--- config.mk ---
export PLATFORM = sky130hd
export DESIGN_NAME = thistle_alu
export DESIGN_NICKNAME = d
export VERILOG_FILES = /design/src/rtl/thistle_alu.sv
export SDC_FILE = /design/constraint.sdc
export NUM_CORES = 1
export LEC_CHECK = 0
export CAP_MARGIN = 5
export CORE_ASPECT_RATIO = 1.25
export CORE_UTILIZATION = 40
export DETAILED_ROUTE_END_ITERATION = 8
export HOLD_SLACK_MARGIN = 0.12
export PLACE_DENSITY_LB_ADDON = 0.05
export REMOVE_ABC_BUFFERS = 1
export SYNTH_ARGS = -nofsm -noshare
export SYNTH_HDL_FRONTEND = slang
export SYNTH_SLANG_ARGS = --single-unit
--- constraint.sdc ---
create_clock -name clk -period 0.9 [get_ports clk]
set_clock_uncertainty 0.15 [all_clocks]
set_input_delay 0.09 -clock clk [delete_from_list [all_inputs] [get_ports clk]]
set_output_delay 0.09 -clock clk [all_outputs]
set_load 0.03 [all_outputs]
--- src/rtl/thistle_alu.sv ---
// Registered WIDTH-bit ALU: add/sub with carry, logic ops, 1-bit shifts, pass-through.
// Optional registered Z/N/V flags when THISTLE_ALU_FLAGS_EN is defined.
module thistle_alu #(
   parameter int WIDTH = 8
) (
   input  logic             clk,
   input  logic             rst_n,
   input  logic [WIDTH-1:0] a,
   input  logic [WIDTH-1:0] b,
   input  logic             carryIn,
   input  logic             en_b,
   input  logic [2:0]       op,
`ifdef THISTLE_ALU_FLAGS_EN
   output logic [2:0]       flags,
`endif
   output logic [WIDTH-1:0] out,
   output logic             carryOut
);

   typedef enum logic [2:0] {
      OP_ADD  = 3'd0,
      OP_SUB  = 3'd1,
      OP_AND  = 3'd2,
      OP_OR   = 3'd3,
      OP_XOR  = 3'd4,
      OP_SHL  = 3'd5,
      OP_SHR  = 3'd6,
      OP_PASS = 3'd7
   } alu_op_e;

   alu_op_e          op_e;
   logic [WIDTH-1:0] bx;
   logic [WIDTH-1:0] addend;
   logic [WIDTH:0]   sum;
   logic [WIDTH-1:0] out_d, out_q;
   logic             carry_d, carry_q;

   assign op_e = alu_op_e'(op);
   assign bx   = en_b ? b : '0;

   // SUB reuses the adder: a + ~bx + carryIn, so carryIn=1 means "no borrow".
   assign addend = (op_e == OP_SUB) ? ~bx : bx;
   assign sum    = {1'b0, a} + {1'b0, addend} + {{WIDTH{1'b0}}, carryIn};

   always_comb begin
      out_d   = '0;
      carry_d = 1'b0;
      case (op_e)
         OP_ADD,
         OP_SUB:  {carry_d, out_d} = sum;
         OP_AND:  out_d = a & bx;
         OP_OR:   out_d = a | bx;
         OP_XOR:  out_d = a ^ bx;
         OP_SHL: begin
            out_d   = {a[WIDTH-2:0], carryIn};
            carry_d = a[WIDTH-1];
         end
         OP_SHR: begin
            out_d   = {carryIn, a[WIDTH-1:1]};
            carry_d = a[0];
         end
         OP_PASS: begin
            out_d   = bx;
            carry_d = carryIn;
         end
         default: begin
            out_d   = '0;
            carry_d = 1'b0;
         end
      endcase
   end

   always_ff @(posedge clk or negedge rst_n) begin
      if (!rst_n) begin
         out_q   <= '0;
         carry_q <= 1'b0;
      end else begin
         out_q   <= out_d;
         carry_q <= carry_d;
      end
   end

   assign out      = out_q;
   assign carryOut = carry_q;

`ifdef THISTLE_ALU_FLAGS_EN
   logic [2:0] flags_d, flags_q;
   logic       ovf;

   // Overflow: both adder inputs share a sign and the result sign differs.
   assign ovf = (a[WIDTH-1] == addend[WIDTH-1]) && (sum[WIDTH-1] != a[WIDTH-1]);

   always_comb begin
      flags_d    = '0;
      flags_d[0] = (out_d == '0);
      flags_d[1] = out_d[WIDTH-1];
      flags_d[2] = ((op_e == OP_ADD) || (op_e == OP_SUB)) ? ovf : 1'b0;
   end

   always_ff @(posedge clk or negedge rst_n) begin
      if (!rst_n) flags_q <= '0;
      else        flags_q <= flags_d;
   end

   assign flags = flags_q;
`endif

endmodule

==> impl_results.md, run 1 <==
* Status: finished, violations left
* Violations in the final reports: setup timing
* Leakage dissipation at 1.16 nW
* Area after DPL at 0.00210 mm^2
* Area of the multi-input gates at 0.00121 mm^2
* Synth warn at 0
* Clock tree sinks at 9
* Cell type with the highest aggregate area in the netlist: sky130_fd_sc_hd__ha_1
* Worst Hold Slack at 0.0416 ns
* Required time at the worst-slack endpoint at 0.84 ns
* Synth Area in Simple Gates at 13.0%
* Met1 track demand over resource in global routing at 25.9%
* Via count of the first global-routing pass at 1607
* Clock input transition at the sequential cells of the worst setup and hold paths at 0.04 ns
* Share of the clock period used by the worst path after layout at 218%
* Last element of the critical path: out[4]
* Cell types with the highest counts after synthesis: sky130_fd_sc_hd__ha_1 (23), sky130_fd_sc_hd__inv_1 (22), sky130_fd_sc_hd__nand2_1 (17)
* Tmin final at 1.96 ns
* Area of all sequential standard cells at 225 um^2
* Starting utilization of the core area at 42.1%
* Pin slew with the least headroom to its limit at 0.353 ns
* Total track usage at 21.9%
* Worst setup path class: primary input to register
* Area of the die at 0.00395 mm^2
* Final instance area at 0.00232 mm^2
* Peak VDD IR at 1130 uV
* Portion of netlist area occupied by mux cells at 12.4%
* CTS Buf Count at 3
* Antenna diode instance count at 0
* Min setup slack post-route at -1.06 ns
* HPWL reported at the end of detailed placement at 3050 um
* Most used flip-flop cell after synthesis: sky130_fd_sc_hd__dfrtp_1
* Number of filler cells placed in the layout at 303
* Share of the yosys chip area belonging to registers at 15.2%
* Height of the die at 70.0 um
* Cell with the most instances after synthesis: sky130_fd_sc_hd__ha_1
* CP Launch Type: primary input
* Average footprint of a synthesized cell at 8.22 um^2
* First-pass GRT wire length at 6910 um
* Crit. End Element: register
* Synth Area in Compound Gates at 21.7%
* Number of remaining DRC errors at 0
* Cell area after synthesis at 0.00148 mm^2
* Antenna Violating Nets Remaining at 0
* Unique masters post-synth at 40
* Count of pins on the block boundary at 32
* Synthesis-stage register bit count at 9
* Deepest clock path buffer count at 2
* Floorplan die width at 56.4 um
* Adder-cell share of the synthesized area at 22.2%
* Number of standard-cell rows in the floorplan at 24
* Type of the most critical hold path: primary input to async pin
* Final count of pins violating max slew at 0
* Most Crowded Layer GR: met2
* Relative slew slack at 75.9%
* Clock tree from TritonCTS: yes
* Layout cells sized above 1 at 37.9%
* Largest cells by area after synthesis: sky130_fd_sc_hd__ha_1 (19%), sky130_fd_sc_hd__dfrtp_1 (15%), sky130_fd_sc_hd__mux4_2 (6.1%)
* Overflow left after global routing at 0
* Global-route track usage on met3 at 2.22%
* Count of vias placed by the detailed router at 1538
* Share of the synthesized area in the top cell type at 19.5%
* Avg WL per Cell at 13.6 um
* Initial antenna violation count at 0
* Area Overhead vs Synth at 56.7%
* Fraction of registers with async set/reset at 100%
* Peak fanout along the critical path at 3
* Via density per instance at 5.27
* Met2 track utilization from global routing at 41.0%
* Quantity of I/O buffers inserted on ports at 31
* Crit path arrival time at 1.90 ns
* Iter 0 DRT Violations at 33
* Maximum number of pins on one net before global-route repair at 31
* Critical path launch point: op[2]
* Setup repair after global routing missed its margin: true
* Number of max-cap violations at 0
* Setup-violating endpoint count in the final report at 18
* Post-synthesis share of cell area spent on xor and xnor gates at 5.92%
* Layout Nets at 302
* Cells after synthesis at 180
* H-tree levels at 1
* Largest family of logic cells by synthesized area: adder cells
* Cell area power density at 1010 mW/mm^2
* Number of synthesized flops with an enable pin at 0
* Core region area at 0.00351 mm^2
* Placer Congestion at 0.821
* DRT Wirelength at 3980 um
* Power after layout at 2.33 mW
* Number of iterations in the first detailed-routing pass at 4
* Max Freq at 511 MHz
* Count of final hold-check violations at 0
* Root buf cell: sky130_fd_sc_hd__clkbuf_8
## worst min path at each step
stage | slack [ns] | cells after the start | startpoint | to
6_report | 0.04 | 2 | rst_n | out[0]
5_1_grt | 0.05 | 2 | rst_n | out[0]
4_1_cts | 0.05 | 2 | rst_n | out[0]
3_5_place_dp | 0.29 | 2 | rst_n | out[0]
3_3_place_gp | 0.28 | 2 | rst_n | out[0]
2_1_floorplan | -0.36 | 0 | rst_n | carryOut
## layout by cell type, fill, tap and decap left out, drive strengths merged, types with 6 or more instances in the layout
cell,synthesis,layout
nor2,13,13
clkdlybuf4s50,0,13
nand2,17,17
inv,22,22
ha,23,23
a211oi,7,7
mux2i,6,6
dfrtp,9,9
o21ai,7,7
a21oi,12,12
buf,10,63
xnor2,9,9
## routing by layer
layer | share of wire (%) | wire length (um)
met1 | 42 | 1670
met2 | 54 | 2160
met3 | 2.8 | 111
met4 | 0.83 | 33
met5 | 0 | 0
## kinds of logic after synthesis
group | after synthesis
mux | 13
compound gates | 46
buf+inv | 33
xor+xnor | 10
flops | 9
simple gates | 44
fa+ha+maj | 25
## power breakdown
part	total, mW	internal [mW]	switching, mW
logic	1.38	0.713	0.668
registers	0.492	0.464	0.0274
clock network	0.458	0.308	0.151
## worst max-delay path, stage by stage
cell	delay, ns
sky130_fd_sc_hd__buf_8	0.10
sky130_fd_sc_hd__nor2_4	0.10
sky130_fd_sc_hd__and2_4	0.17
sky130_fd_sc_hd__xnor2_2	0.12
sky130_fd_sc_hd__fa_2	0.24
sky130_fd_sc_hd__inv_2	0.05
sky130_fd_sc_hd__fa_2	0.36
sky130_fd_sc_hd__nor2b_2	0.14
sky130_fd_sc_hd__o31a_1	0.23
sky130_fd_sc_hd__a211oi_2	0.05
sky130_fd_sc_hd__a211oi_1	0.17
sky130_fd_sc_hd__a21oi_1	0.08
## repair_timing
action / 4_1_cts / 5_1_grt
pin swaps: 28 / 8
gates cloned: 0 / 0
buffers inserted: 4 / 1
hold endpoints to repair: 9 / 9
endpoints found under the setup margin: 18 / 18
resized for setup: 63 / 4
## state kept, by name, summed over array words and instances, names as in the netlist
| signal | count |
|---|---|
| carryOut | 1 |
| out | 8 |
## area by class of cell
type	count	share of cell area [%]
Clock buffer	4	1.94
Inverter	22	3.56
Multi-Input combinational cell	138	52.3
Sequential cell	9	9.72
Tap cell	39	2.11
Timing Repair Buffer	80	30.3
## metrics by stage
stage	setup slack (ns)	cells	setup TNS [ns]	util [%]
after floorplan	-1.60	169	-12.04	-
after global placement	-1.73	283	-14.19	59.8
after detailed placement	-1.80	283	-14.63	59.8
after CTS	-1.07	291	-8.84	65.5
after global routing	-1.19	292	-9.78	66.0
final	-1.06	292	-8.73	66.0
Power figures use the tool's default switching activity.
==> inputs of run 2 (changes only) <==
--- a/config.mk
+++ b/config.mk
@@ -12,6 +12,7 @@
 export HOLD_SLACK_MARGIN = 0.12
 export PLACE_DENSITY_LB_ADDON = 0.05
 export REMOVE_ABC_BUFFERS = 1
+export SETUP_SLACK_MARGIN = 0.3
 export SYNTH_ARGS = -nofsm -noshare
 export SYNTH_HDL_FRONTEND = slang
 export SYNTH_SLANG_ARGS = --single-unit
==> results of run 2 <==
No change in the layout: final DEF, timing and power equal those of run 1.
==> inputs of run 3 (changes only) <==
--- a/config.mk
+++ b/config.mk
@@ -7,7 +7,8 @@
 export LEC_CHECK = 0
 export CAP_MARGIN = 5
 export CORE_ASPECT_RATIO = 1.25
-export CORE_UTILIZATION = 40
+export CORE_MARGIN = 8
+export CORE_UTILIZATION = 55
 export DETAILED_ROUTE_END_ITERATION = 8
 export HOLD_SLACK_MARGIN = 0.12
 export PLACE_DENSITY_LB_ADDON = 0.05
==> impl_results.md, run 3 (synthesis results as in run 1) <==
* Clock tree from TritonCTS: yes
* Area of the die at 0.00461 mm^2
* Via count of the first global-routing pass at 1723
* Required time at the worst-slack endpoint at 0.88 ns
* Cell at the slowest stage of the critical path: sky130_fd_sc_hd__fa_2
* Final setup TNS at -9.40 ns
* Setup-violating endpoint count in the final report at 18
* Crit path arrival time at 2.02 ns
* Peak VDD IR at 835 uV
* Number of standard-cell rows in the floorplan at 21
* Worst setup path class: primary input to register
* Layout cells sized above 1 at 41.0%
* Final count of pins violating max slew at 0
* Max Freq at 490 MHz
* Crit. End Element: register
* Quantity of I/O buffers inserted on ports at 31
* Commonest non-fill, non-tap cell in the layout: sky130_fd_sc_hd__buf_4
* Clock input transition at the sequential cells of the worst setup and hold paths at 0.07 ns
* Placer Congestion at 0.826
* Root buf cell: sky130_fd_sc_hd__clkbuf_4
* CTS Buf Count at 3
* Via density per instance at 6.11
* Max FFs per register at 8
* Share of the clock period used by the worst path after layout at 227%
* Height of the die at 74.0 um
* Clock tree sinks at 9
* Count of final hold-check violations at 4
* Total track usage at 21.1%
* Number of max-cap violations at 0
* Antenna diode instance count at 0
* Critical path's most frequent cell: sky130_fd_sc_hd__a211oi_2
* Delay-heaviest family, CP: compound AO/OA/AOI/OAI gates
* Relative slew slack at 75.8%
* Antenna Violating Nets Remaining at 0
* Starting utilization of the core area at 56.3%
* Tmin final at 2.04 ns
* Area Overhead vs Synth at 59.7%
* Avg WL per Cell at 19.8 um
* H-tree levels at 1
* Number of iterations in the first detailed-routing pass at 5
* Overflow left after global routing at 0
* Count of vias placed by the detailed router at 1771
* CP Launch Type: primary input
* Area after DPL at 0.00207 mm^2
* Status: finished, violations left
* Final instance area at 0.00236 mm^2
* Critical path cell sequence: buf_8 > nor2_4 > and2_4 > buf_4 > xnor2_2 > inv_1 > fa_2 > nor2b_2 > o31a_1 > a211oi_2 > a211oi_2 > a21oi_2
* Stage delay of the slowest cell on the critical path at 0.40 ns
* DRT Wirelength at 5750 um
* Cell area power density at 1010 mW/mm^2
* Setup repair after global routing missed its margin: true
* Layout Nets at 305
* Iter 0 DRT Violations at 135
* HPWL reported at the end of detailed placement at 3380 um
* CP Buf/Inv Count at 3
* Deepest clock path buffer count at 2
* Most frequent cells in the layout: sky130_fd_sc_hd__buf_4 (44), sky130_fd_sc_hd__inv_1 (21), sky130_fd_sc_hd__ha_1 (20)
* Min setup slack post-route at -1.14 ns
* Violations in the final reports: hold timing, setup timing
* Peak fanout along the critical path at 4
* Type of the most critical hold path: primary input to async pin
* Number of remaining DRC errors at 0
* Leakage dissipation at 1.18 nW
* Core region area at 0.00263 mm^2
* Maximum number of pins on one net before global-route repair at 31
* Count of pins on the block boundary at 32
* First-pass GRT wire length at 7930 um
* Post-placement worst setup slack at -1.82 ns
* Initial antenna violation count at 0
* Floorplan die width at 62.4 um
* Pin slew with the least headroom to its limit at 0.363 ns
* Worst Hold Slack at -0.00952 ns
-- run 3: cell count changes in the layout (fill, tap and decap cells not counted), sizes merged --
cell           change
clkdlybuf4s50      -3
dlymetal6s2s       -1
buf                +2
clkdlybuf4s15      +1
dlygate4sd2        +3
clkbuf             +1
-- run 3: where the power goes --
group,switching [mW],internal (mW)
Combinational,0.791,0.781
Sequential,0.0256,0.462
Clock,0.150,0.171
-- run 3: path summary, 6_finish.rpt --
path,start,cells past startpoint,to,slack [ns]
worst max-delay path,op[2],12,out[4],-1.14
worst min-delay path,rst_n,2,out[1],-0.01
max in group asynchronous,rst_n,2,out[2],0.50
min in group clk,op[1],3,out[1],0.19
-- run 3: layout make-up --
cell class | count | area [um^2]
Clock buffer | 4 | 26.3
Sequential cell | 9 | 225
Inverter | 22 | 82.6
Multi-Input combinational cell | 138 | 1250
Timing Repair Buffer | 83 | 738
Fill cell | 115 | 265
Tap cell | 34 | 42.5
-- run 3: per-layer routing --
layer  GRT usage [%]  share of wire, %  vias up
met5               0                 0        -
met4            10.2               6.3        0
met3            3.77               7.9       39
met2            40.2                51      137
met1            22.0                35      815
li1                -                 -      780
-- run 3: metrics by stage --
stage	hold WS [ns]	utilization, %	std cells	total power, mW
after floorplan	-0.356	-	169	1.12
after global placement	0.272	78.8	275	1.66
after detailed placement	0.281	78.8	275	1.71
after CTS	-0.00240	85.8	285	2.18
after global routing	0.00396	89.9	290	2.49
final	-0.00952	89.9	290	2.38
-- run 3: timing repair --
action | 4_1_cts | 5_1_grt
setup buffers | 6 | 5
cloned | 0 | 0
gates resized for setup | 63 | 21
pin swaps | 29 | 19
endpoints found under the setup margin | 18 | 18
hold endpoints to repair | 9 | 9
